`config.mk`:
```
export PLATFORM = sky130hd
export DESIGN_NAME = truxton2_cen_sample_bridge
export DESIGN_NICKNAME = d
export VERILOG_FILES = /design/src/rtl/truxton2_snd_pkg.sv /design/src/rtl/truxton2_sample_ram.sv /design/src/rtl/truxton2_cen_sample_bridge.sv
export SDC_FILE = /design/constraint.sdc
export NUM_CORES = 1
export LEC_CHECK = 0
export BUFFER_PORTS_ARGS = -buffer_cell sky130_fd_sc_hd__buf_2
export CAP_MARGIN = 20
export CORE_MARGIN = 2
export CORE_UTILIZATION = 34
export CTS_CLUSTER_DIAMETER = 30
export DETAILED_ROUTE_END_ITERATION = 12
export GPL_TIMING_DRIVEN = 0
export SYNTH_ARGS = -nofsm -noshare
export SYNTH_HDL_FRONTEND = slang
export SYNTH_HIERARCHICAL = 1
export SYNTH_SLANG_ARGS = --single-unit
```
`constraint.sdc`:
```
create_clock -name CLK -period 3 [get_ports CLK]
set_input_delay 0.45 -clock CLK [delete_from_list [all_inputs] [get_ports CLK]]
set_output_delay 0.45 -clock CLK [all_outputs]
set_load 0.1 [all_outputs]
```
`src/rtl/truxton2_snd_pkg.sv`:
```
// Shared types for the sound path: sample type, bridge state encoding and counter width.
package truxton2_snd_pkg;
  typedef logic signed [15:0] sample_t;
  typedef enum logic {ST_PRIME = 1'b0, ST_RUN = 1'b1} state_t;
  localparam int CNT_W = 8;
endpackage

```
`src/rtl/truxton2_sample_ram.sv`:
```
// DEPTH x DW sample store: one write port, one read port with a registered,
// resettable output that doubles as the bridge's held DOUT register.
module truxton2_sample_ram #(
  parameter int DW = 16,
  parameter int AW = 3
) (
  input  logic          clk,
  input  logic          rst,
  input  logic          we,
  input  logic [AW-1:0] waddr,
  input  logic [DW-1:0] wdata,
  input  logic          re,
  input  logic [AW-1:0] raddr,
  output logic [DW-1:0] rdata
);
  logic [DW-1:0] mem [2**AW];

  always_ff @(posedge clk) begin
    if (we) mem[waddr] <= wdata;
  end

  // Read-before-write on a shared address: a full FIFO pushing and popping in
  // the same cycle must return the old (oldest) sample.
  always_ff @(posedge clk) begin
    if (rst)     rdata <= '0;
    else if (re) rdata <= mem[raddr];
  end
endmodule

```
`src/rtl/truxton2_cen_sample_bridge.sv`:
```
// Crosses samples between two fractional clock-enable streams on one clock
// through a small primed FIFO with zero-order hold on underflow.
module truxton2_cen_sample_bridge
  import truxton2_snd_pkg::*;
#(
  parameter int DW    = 16,
  parameter int AW    = 3,
  parameter int PRIME = 4
) (
  input  logic             CLK,
  input  logic             RESET,
  input  logic             CEN_IN,
  input  logic [DW-1:0]    DIN,
  input  logic             DIN_VALID,
  input  logic             CEN_OUT,
  output logic [DW-1:0]    DOUT,
  output logic             DOUT_STB,
  output logic [AW:0]      LEVEL,
  output logic             RUNNING,
  output logic             OVF,
  output logic             UNF,
  output logic [CNT_W-1:0] DROP_CNT,
  output logic [CNT_W-1:0] UNF_CNT
);
  localparam int DEPTH = 2**AW;

  if (PRIME < 1 || PRIME > DEPTH) begin : g_prime_chk
    $error("PRIME must lie in 1..DEPTH");
  end

  state_t        state, state_nxt;
  logic [AW-1:0] wptr, rptr;
  logic          wr, rd, pop, accept, drop, empty_rd;

  always_comb begin
    wr        = CEN_IN & DIN_VALID;
    rd        = CEN_OUT & (state == ST_RUN);
    pop       = rd & (LEVEL != '0);
    empty_rd  = rd & (LEVEL == '0);
    // A full FIFO still accepts when a pop frees a slot in the same cycle.
    accept    = wr & ((LEVEL < (AW+1)'(DEPTH)) | pop);
    drop      = wr & ~accept;
    state_nxt = state;
    case (state)
      ST_PRIME: if (LEVEL >= (AW+1)'(PRIME)) state_nxt = ST_RUN;
      ST_RUN:   if (empty_rd)                state_nxt = ST_PRIME;
      default:                               state_nxt = ST_PRIME;
    endcase
  end

  always_ff @(posedge CLK) begin
    if (RESET) state <= ST_PRIME;
    else       state <= state_nxt;
  end

  always_ff @(posedge CLK) begin
    if (RESET) begin
      wptr     <= '0;
      rptr     <= '0;
      LEVEL    <= '0;
      DOUT_STB <= 1'b0;
      OVF      <= 1'b0;
      UNF      <= 1'b0;
      DROP_CNT <= '0;
      UNF_CNT  <= '0;
    end else begin
      if (accept) wptr <= wptr + 1'b1;
      if (pop)    rptr <= rptr + 1'b1;
      case ({accept, pop})
        2'b10:   LEVEL <= LEVEL + 1'b1;
        2'b01:   LEVEL <= LEVEL - 1'b1;
        default: LEVEL <= LEVEL;
      endcase
      DOUT_STB <= pop;
      OVF      <= drop;
      UNF      <= empty_rd;
      if (drop && DROP_CNT != '1)    DROP_CNT <= DROP_CNT + 1'b1;
      if (empty_rd && UNF_CNT != '1) UNF_CNT  <= UNF_CNT + 1'b1;
    end
  end

  assign RUNNING = (state == ST_RUN);

  truxton2_sample_ram #(.DW(DW), .AW(AW)) u_ram (
    .clk   (CLK),
    .rst   (RESET),
    .we    (accept),
    .waddr (wptr),
    .wdata (DIN),
    .re    (pop),
    .raddr (rptr),
    .rdata (DOUT)
  );
endmodule

```
==> flow_metrics.tcl, run 1 <==
set metrics [dict create \
    syn-mean-instance-area_sq_um 15.09 \
    arrival_ns 3.03 \
    worst-path-stages 9 \
    route.met3.wl_um 734 \
    vias_per_cell 5.083 \
    grt_util_all_layers_pct 14.94 \
    die_w_um 147.3 \
    slew_headroom_pct 45.48 \
    fp.dieH_um 147.3 \
    synth_top_area_share_pct 55.02 \
    port_buffers 60 \
    worst_setup_path_start_kind "register" \
    crit_chain "buf_2 > nor4_4 > nor2_1 > ha_1 > clkbuf_1 > nor4bb_1 > o21ai_0 > o31ai_1 > mux2_2" \
    cap_viol_max_count 0 \
    power.density_mw_per_mm2 587.6 \
    rows 52 \
    fillers 1887 \
    insertion_delay_ns 0.43 \
    clk_pin_slew_ns 0.07 \
    grt_overflow_total 0 \
    rsz0062_at_grt "no" \
    grt_pass1_vias 4331 \
    r2r.worst_path.cells 9 \
    slowest_stage "nor2_1" \
    dp_cells 801 \
    cp-endpoint "LEVEL[3]" \
    cpLargestDelayFamily "simple AND/OR/NAND/NOR gates" \
    critPathMaxStageDelay_ns 0.57 \
    antenna_found_initial 1 \
    syn_area_sq_mm 0.006985 \
    cts-htree-levels 4 \
    dp_hpwl_um 10610 \
    grt_start_max_net_pins 17 \
    drt_wl_total_um 15670 \
    period_minus_slack_ns 2.713 \
    first_iter_violations 338 \
    reg2reg_from "LEVEL[1]" \
    ios 61 \
    cp_max_fo 9 \
    gp_congestion 0.7712 \
    top_layer "met5" \
    cts.sinks 174 \
    ys_seq_area_share_pct 68.21 \
    ys_warn_count 6 \
    netlist_instances 463 \
    cts_tree "done" \
    yosys.area.top_type "edfxtp_1" \
    layout.cells.most_common_list "128 x edfxtp_1, 63 x buf_2, 42 x dfxtp_1" \
    cts_made_buffers 17 \
    synth_cell_type_count 42 \
    n_antenna_cell 0 \
    ys.flop_type "edfxtp_1" \
    die-area_sq_mm 0.02171 \
    hold_class "in2reg" \
    endpoint_kind "register" \
    p_total_mw 4.941 \
    ir_worst_vdd_mv 0.4010 \
    slew_viol_final 0 \
    ff2ff_setup_slack_ns 0.29 \
    leakagePower_nw 2.796 \
    synth-seq-cells 174 \
    hold_viol 0 \
    drt.antenna.violating_nets 0 \
    drt-pass1-iter-count 4 \
    start_util_pct 34.63 \
    status "finished, final reports clean" \
    post_drt_wl_per_cell_um 18.79 \
    cts-root-buf "clkbuf_16" \
    met1_length_um 6791 \
    layout-drive-gt1-share_pct 29.08 \
    fmax_mhz 368.6 \
    cts_buffer_depth 2 \
    critPathBufInv 2 \
    cts_resized 0 \
    fin_crit_sh_pct 90.44 \
    drc 0 \
    crit_type "reg2reg" \
    r2r-end "LEVEL[3]" \
    grt_pass1_wl_um 24270 \
    ys_top_cells_by_area "edfxtp_1 55%, dfxtp_1 13%, mux2_2 5.3%" \
    tightest_slew_ns 0.8178 \
    num_vias 4239 \
    fin_cells 834 \
    layout_commonest_cell "edfxtp_1" \
    coreArea_sq_mm 0.02017 \
    finalSetupViolCount 0 \
    cp.required_ns 3.32 \
    wl_met2_um 7950 \
    synth-edff-count 128 \
    final_nets 579 \
    synth_nets 491 \
    area_growth_pct 20.37 \
    startpoint "LEVEL[1]" \
    finalClockSkew_ns 0.01191 \
    async_reset_ff_share_pct 0 \
]
==> flip-flops by register name, summed over array words and instances (netlist names), 3 cells and up <==
signal / count
wptr: 3
LEVEL: 4
u_ram/rdata: 16
rptr: 3
UNF_CNT: 8
u_ram/mem: 128
DROP_CNT: 8
==> logic make-up after synthesis <==
logic type,count (synthesis),synth area share [%]
adder cells (fa/ha/maj),7,1.254
multiplexers,69,10.48
AO/OA/AOI/OAI,83,9.010
AND/OR/NAND/NOR,93,6.896
flip-flops,174,68.21
XOR/XNOR,10,1.254
buffers and inverters,27,2.901
==> per-stage QoR <==
| step | TNS (ns) | cell area, sq um | worst slack [ns] | hold slack, ns | utilization (%) |
|---|---|---|---|---|---|
| after floorplan | 0 | 7000 | 0.004762 | 0.4971 | - |
| after global placement | -11.53 | 7639 | -0.1887 | 0.4732 | 37.87 |
| after detailed placement | 0 | 7811 | 0.05427 | 0.4828 | 38.73 |
| after CTS | 0 | 8401 | 0.03248 | 0.2814 | 41.65 |
| after global routing | 0 | 8408 | 0.05283 | 0.2819 | 41.69 |
| final | 0 | 8408 | 0.2868 | 0.2831 | 41.69 |
==> repair_timing <==
action	in CTS	in global routing
buffers inserted	0	1
endpoints found under the setup margin	0	2
hold buffers	0	0
==> cell usage after synthesis, types with 3 or more instances <==
library cell  count
inv_1             3
a22oi_1           3
or4_1             5
mux2i_1          36
buf_12            5
dfxtp_1          46
or3_1             7
a211oi_2          8
mux2_2           33
nor2_1           39
nand2b_1          4
a21oi_1          14
ha_1              7
edfxtp_1        128
o221ai_1          3
o31ai_1           6
nor2b_1           3
nor3_1            5
a211oi_1          9
xor2_1            6
nand3_1           9
o21ai_0           9
buf_2             3
a221o_1          13
clkbuf_1         12
o22ai_1          13
nand2_1          12
xnor2_1           4
==> per-layer routing <==
layer | track usage, % | vias up
li1 | - | 1983
met1 | 18.56 | 2145
met2 | 25.40 | 93
met3 | 3.913 | 16
met4 | 5.048 | 2
met5 | 0 | -
==> layout make-up <==
type	instances	area, sq um	share of cell area (%)
Buffer	24	191.4	2.277
Clock inverter	13	156.4	1.860
Inverter	3	11.26	0.1339
Sequential cell	174	4770	56.73
Multi-Input combinational cell	262	2056	24.45
Timing Repair Buffer	69	452.9	5.387
Tap cell	270	337.8	4.018
Clock buffer	19	432.9	5.149
==> worst register-to-register path: stages, from the launching register on <==
cell and delay, ns:
dfxtp_2 0.32, buf_2 0.18, nor4_4 0.08, nor2_1 0.57
ha_1 0.35, clkbuf_1 0.19, nor4bb_1 0.35, o21ai_0 0.14
o31ai_1 0.08, mux2_2 0.36
==> how the worst min path moves through the flow <==
stage	cells after the start	end	slack [ns]	from
finish	1	u_ram/mem[1][10]	0.28	DIN[10]
global placement	2	DROP_CNT[6]	0.47	DROP_CNT[6]
floorplan	2	wptr[2]	0.50	wptr[2]
CTS	1	u_ram/mem[1][10]	0.28	DIN[10]
detailed placement	2	u_ram/rdata[1]	0.48	u_ram/rdata[1]
global route	1	u_ram/mem[5][14]	0.28	DIN[14]
==> power breakdown <==
group / internal [mW] / switching, mW / total, mW / leakage [nW]
Combinational: 0.0437 / 0.0958 / 0.140 / 0.982
Clock: 1.25 / 0.941 / 2.19 / 0.285
Sequential: 2.60 / 0.0126 / 2.61 / 1.53
Power figures use the tool's default switching activity.
==> run 2: changes to the inputs <==
ABC_CLOCK_PERIOD_IN_PS = 3000   (was not set)
CAP_MARGIN = not set   (was 20)
GPL_TIMING_DRIVEN = not set   (was 0)
==> run 2 against run 1 <==
Compared with the run above: die area stayed put; combinational power decreased by 7%; via count down 2.2%; register-to-register slack gained 0.48 ns; total power decreased by 1.9%; non-clock buffer count down 17; first-iteration DRC count shrank 25%; sequential power hardly changed; wire length fell by 7.0%; cell area fell by 2.7%; cell count is 1.9% lower; global-route usage down 1.2 points; highest routed layer is now met4.
==> flow_metrics.tcl, run 2 (synthesis gave the netlist of run 1 again) <==
set metrics [dict create \
    p_clk_share_pct 43.4 \
    grt_overflow_total 0 \
    reg_top3 "u_ram/mem: 128 flops, u_ram/rdata: 16 flops" \
    drt-pass1-iter-count 4 \
    layout.cells.most_common_list "128 x edfxtp_1, 60 x buf_2, 41 x dfxtp_1" \
    endpoint_kind "register" \
    route.met3.wl_um 405 \
    p_switching_mw 1.102 \
    p_total_mw 4.848 \
    num_vias 4144 \
    cp.required_ns 3.35 \
    post_drt_wl_per_cell_um 17.81 \
    layout-drive-gt1-share_pct 28.88 \
    p_sw_share_pct 22.73 \
    worst_setup_path_start_kind "register" \
    ios 61 \
    finalSetupTns_ns 0 \
    dp_hpwl_um 8487 \
    cts-htree-levels 4 \
    rsz0062_at_grt "no" \
    insertion_delay_ns 0.43 \
    port_buffers 60 \
    first_iter_violations 254 \
    antenna_found_initial 0 \
    period_minus_slack_ns 2.229 \
    status "finished, final reports clean" \
    top_layer "met4" \
    finalClockSkew_ns 0.01291 \
    final_util_pct 40.56 \
    die-area_sq_mm 0.02171 \
    grt_pass1_vias 4105 \
    area_growth_pct 17.11 \
    power.share.combinational_pct 2.7 \
    arrival_ns 2.58 \
    fmax_mhz 448.6 \
    final_nets 562 \
    crit_type "reg2reg" \
    drt_wl_total_um 14570 \
    vias_per_cell 5.066 \
    grt_pass1_wl_um 22460 \
    hold_viol 0 \
    drc 0 \
    slew_headroom_pct 34.56 \
    grt_util_all_layers_pct 13.78 \
    cp_max_fo 7 \
    cts_resized 0 \
    finalSetupViolCount 0 \
    die_w_um 147.3 \
    met1_length_um 6393 \
    clk_pin_slew_ns 0.08 \
    cts_made_buffers 17 \
    gp_congestion 0.7547 \
    ir_worst_vdd_mv 0.4991 \
    hold_slack_ns 0.2849 \
    rows 52 \
    leakagePower_nw 2.741 \
    cts.sinks 174 \
    grt_start_max_net_pins 39 \
    power.density_mw_per_mm2 592.7 \
    post_cts_buffers 0 \
    tightest_slew_ns 0.9806 \
    hold_class "in2reg" \
    coreArea_sq_mm 0.02017 \
    largest_reg_flops 128 \
    start_util_pct 34.63 \
    power.internal_mw 3.746 \
    cts_tree "done" \
    hold_buffers 0 \
    place_area_sq_mm 0.007601 \
    cap_viol_max_count 0 \
    slew_viol_final 0 \
    regMostFlops "u_ram/mem" \
    drt.antenna.violating_nets 0 \
    fp.dieH_um 147.3 \
    p_seq_share_pct 53.9 \
    fin_crit_sh_pct 74.31 \
    wl_met2_um 7494 \
    layout_commonest_cell "edfxtp_1" \
    cts-root-buf "clkbuf_16" \
    fin_area_sq_mm 0.008180 \
    cts_buffer_depth 2 \
]
run 2: layout make-up:
cell class / instances / area [sq um]
well taps: 270 / 337.8
clock buffers: 17 / 425.4
clock inverters: 15 / 151.4
repair buffers: 76 / 445.4
fillers: 1886 / 11990
diodes: 1 / 2.502
multi-input cells: 262 / 2036
inverters: 3 / 11.26
flip-flops and latches: 174 / 4771
run 2: final timing paths:
check / startpoint / endpoint / slack [ns] / cells past startpoint
min reg2reg: u_ram/rdata[1] / u_ram/rdata[1] / 0.49 / 2
min: DIN[13] / u_ram/mem[5][13] / 0.28 / 1
max: LEVEL[3] / LEVEL[2] / 0.77 / 9
max reg2reg: LEVEL[3] / LEVEL[2] / 0.77 / 9
run 2: power by group through the flow:
stage	Clock [mW]	Combinational (mW)	Sequential, mW
global placement	0	0.127	2.67
CTS	2.15	0.132	2.61
global route	2.26	0.144	2.61
finish	2.11	0.130	2.61
floorplan	0	0.0564	2.68
detailed placement	0	0.131	2.67
run 2: per-stage QoR:
step / setup slack [ns] / instances
6_report: 0.7708 / 818
4_1_cts: 0.7733 / 817
3_3_place_gp: 0.7023 / 785
3_5_place_dp: 0.6054 / 785
2_1_floorplan: 0.004762 / 463
5_1_grt: 0.5743 / 817
run 2: per-layer routing:
layer  vias up  global-route usage (%)
li1       1948                       -
met1      2101                   16.68
met2        78                   23.97
met3        17                   2.981
met4         0                   5.529
met5         -                       0
run 2: worst max-delay path, cell delays in order (launching register included):
cell     delay (ns)
dfxtp_2        0.36
nor4_4         0.35
nor2_4         0.10
ha_1           0.28
xor2_1         0.17
ha_1           0.18
a21oi_1        0.16
xor2_1         0.10
or3_1          0.31
a21oi_1        0.14
==> run 3: changes to the inputs <==
ABC_CLOCK_PERIOD_IN_PS = 1900   (was 3000)
clock period = 1.9 ns   (was 3 ns; I/O delays follow)
==> run 3 against run 2 <==
Compared with the run above: the flow now finishes with violations (negative setup slack); cell area rose by 6.1%; cell count up 2.8%; largest cell class unchanged; total power up 61%; global-route usage rose by 0.24 points.
==> flow_metrics.tcl, run 3 (synthesis gave the netlist of run 1 again) <==
set metrics [dict create \
    die-area_sq_mm 0.02171 \
    tightest_slew_ns 0.9175 \
    coreArea_sq_mm 0.02017 \
    ff2ff_setup_slack_ns -0.09 \
    hold_buffers 0 \
    period_minus_slack_ns 1.988 \
    drt_wl_total_um 14690 \
    p_sw_share_pct 20.62 \
    area_growth_pct 24.31 \
    leakagePower_nw 2.919 \
    fp.dieH_um 147.3 \
    hold_slack_ns 0.1296 \
    cts.sinks 174 \
    multiInputGateArea_sq_mm 0.002188 \
    p_total_mw 7.819 \
    grt_pass1_vias 4232 \
    start_util_pct 34.63 \
    cts_buffer_depth 2 \
    finalSetupTns_ns -0.1298 \
    cpLargestDelayFamily "simple AND/OR/NAND/NOR gates" \
    regMostFlops "u_ram/mem" \
    fillers 1838 \
    drc 0 \
    clk_pin_slew_ns 0.06 \
    slowest_stage "dfxtp_4" \
    layout-drive-gt1-share_pct 37.43 \
    p_seq_share_pct 52.7 \
    drt-pass1-iter-count 4 \
    cts_made_buffers 17 \
    cts_tree "done" \
    finalClockSkew_ns 0.01686 \
    worst_setup_path_start_kind "register" \
    grt_util_all_layers_pct 14.02 \
    p_switching_mw 1.612 \
    largest_reg_flops 128 \
    worst_slack_ns -0.08782 \
    layout_commonest_cell "edfxtp_1" \
    seq_area_sq_mm 0.004808 \
    antenna_found_initial 1 \
    fin_crit_sh_pct 104.6 \
    grt_overflow_total 0 \
    die_w_um 147.3 \
    finalSetupViolCount 2 \
    hold_class "in2reg" \
    critPathMaxStageDelay_ns 0.35 \
    fmax_mhz 503.1 \
    reg_top3 "u_ram/mem: 128 flops, u_ram/rdata: 16 flops" \
    power.density_mw_per_mm2 900.5 \
    power.internal_mw 6.207 \
    crit_type "reg2reg" \
    cp_max_fo 3 \
    post_drt_wl_per_cell_um 17.47 \
    ir_worst_vdd_mv 0.5395 \
    arrival_ns 2.33 \
    insertion_delay_ns 0.43 \
    hold_viol 0 \
    status "finished, violations left" \
    p_clk_share_pct 44.1 \
    grt_pass1_wl_um 22870 \
    port_buffers 60 \
    final_nets 584 \
    rows 52 \
    crit_chain "nor4_4 > nor2_4 > ha_4 > xor2_2 > ha_2 > a21oi_2 > xor2_1 > or3_1 > a21oi_1" \
    first_iter_violations 159 \
    gp_congestion 0.7380 \
    grt_start_max_net_pins 41 \
    drt.antenna.violating_nets 0 \
    endpoint_kind "register" \
    num_vias 4176 \
    cts-root-buf "clkbuf_16" \
    layout.cells.most_common_list "128 x edfxtp_1, 60 x buf_2, 36 x mux2i_1" \
    rsz0062_at_grt "yes" \
    critPathBufInv 0 \
    cap_viol_max_count 0 \
    violations "negative setup slack" \
    dp_hpwl_um 8912 \
    vias_per_cell 4.966 \
    power.share.combinational_pct 3.2 \
    cts-htree-levels 4 \
    ios 61 \
    slew_headroom_pct 38.71 \
    place_area_sq_mm 0.008006 \
    cp.required_ns 2.25 \
    slew_viol_final 0 \
    fin_area_sq_mm 0.008683 \
]
[run 3: what timing repair did]
item                       CTS  global route
gates cloned                 0             1
setup endpoints to repair    2            24
gates resized for setup      3             3
pin swaps                    5             5
buffers inserted             1             3
[run 3: per-stage QoR]
stage | util, % | setup WS, ns | cells
floorplan | - | -0.4837 | 463
global placement | 39.70 | -0.05223 | 802
detailed placement | 39.70 | -0.1144 | 802
CTS | 42.74 | -0.1086 | 835
global route | 43.04 | -0.1833 | 840
finish | 43.05 | -0.08782 | 841
[run 3: area by class of cell]
| type | instances | share of cell area (%) |
|---|---|---|
| Sequential cell | 174 | 55.37 |
| Multi-Input combinational cell | 262 | 25.20 |
| Timing Repair Buffer | 98 | 8.530 |
| Clock buffer | 21 | 5.303 |
| Tap cell | 270 | 3.890 |
| Clock inverter | 11 | 1.484 |
| Inverter | 3 | 0.1585 |
| Antenna cell | 2 | 0.05764 |
[run 3: layer usage]
metal / share of wire (%) / GRT usage [%] / vias to the layer above
met4: 2.1 / 5.865 / 0
met3: 3.6 / 3.199 / 23
met2: 51 / 24.98 / 69
li1: - / - / 1995
met5: 0 / 0 / -
met1: 43 / 16.24 / 2089
[run 3: worst paths after layout]
path                                         end         from  depth (start not counted)
worst max-delay path                    LEVEL[2]     LEVEL[3]                          9
worst min-delay path            u_ram/mem[2][11]      DIN[11]                          1
worst max register to register          LEVEL[2]     LEVEL[3]                          9
worst min register to register       DROP_CNT[7]  DROP_CNT[7]                          2
[run 3: power by group through the flow]
stage / registers [mW] / clock network, mW / logic [mW]
global placement: 4.20 / 0 / 0.242
finish: 4.12 / 3.45 / 0.249
floorplan: 4.23 / 0 / 0.107
detailed placement: 4.20 / 0 / 0.250
CTS: 4.12 / 3.53 / 0.253
global route: 4.12 / 3.68 / 0.271
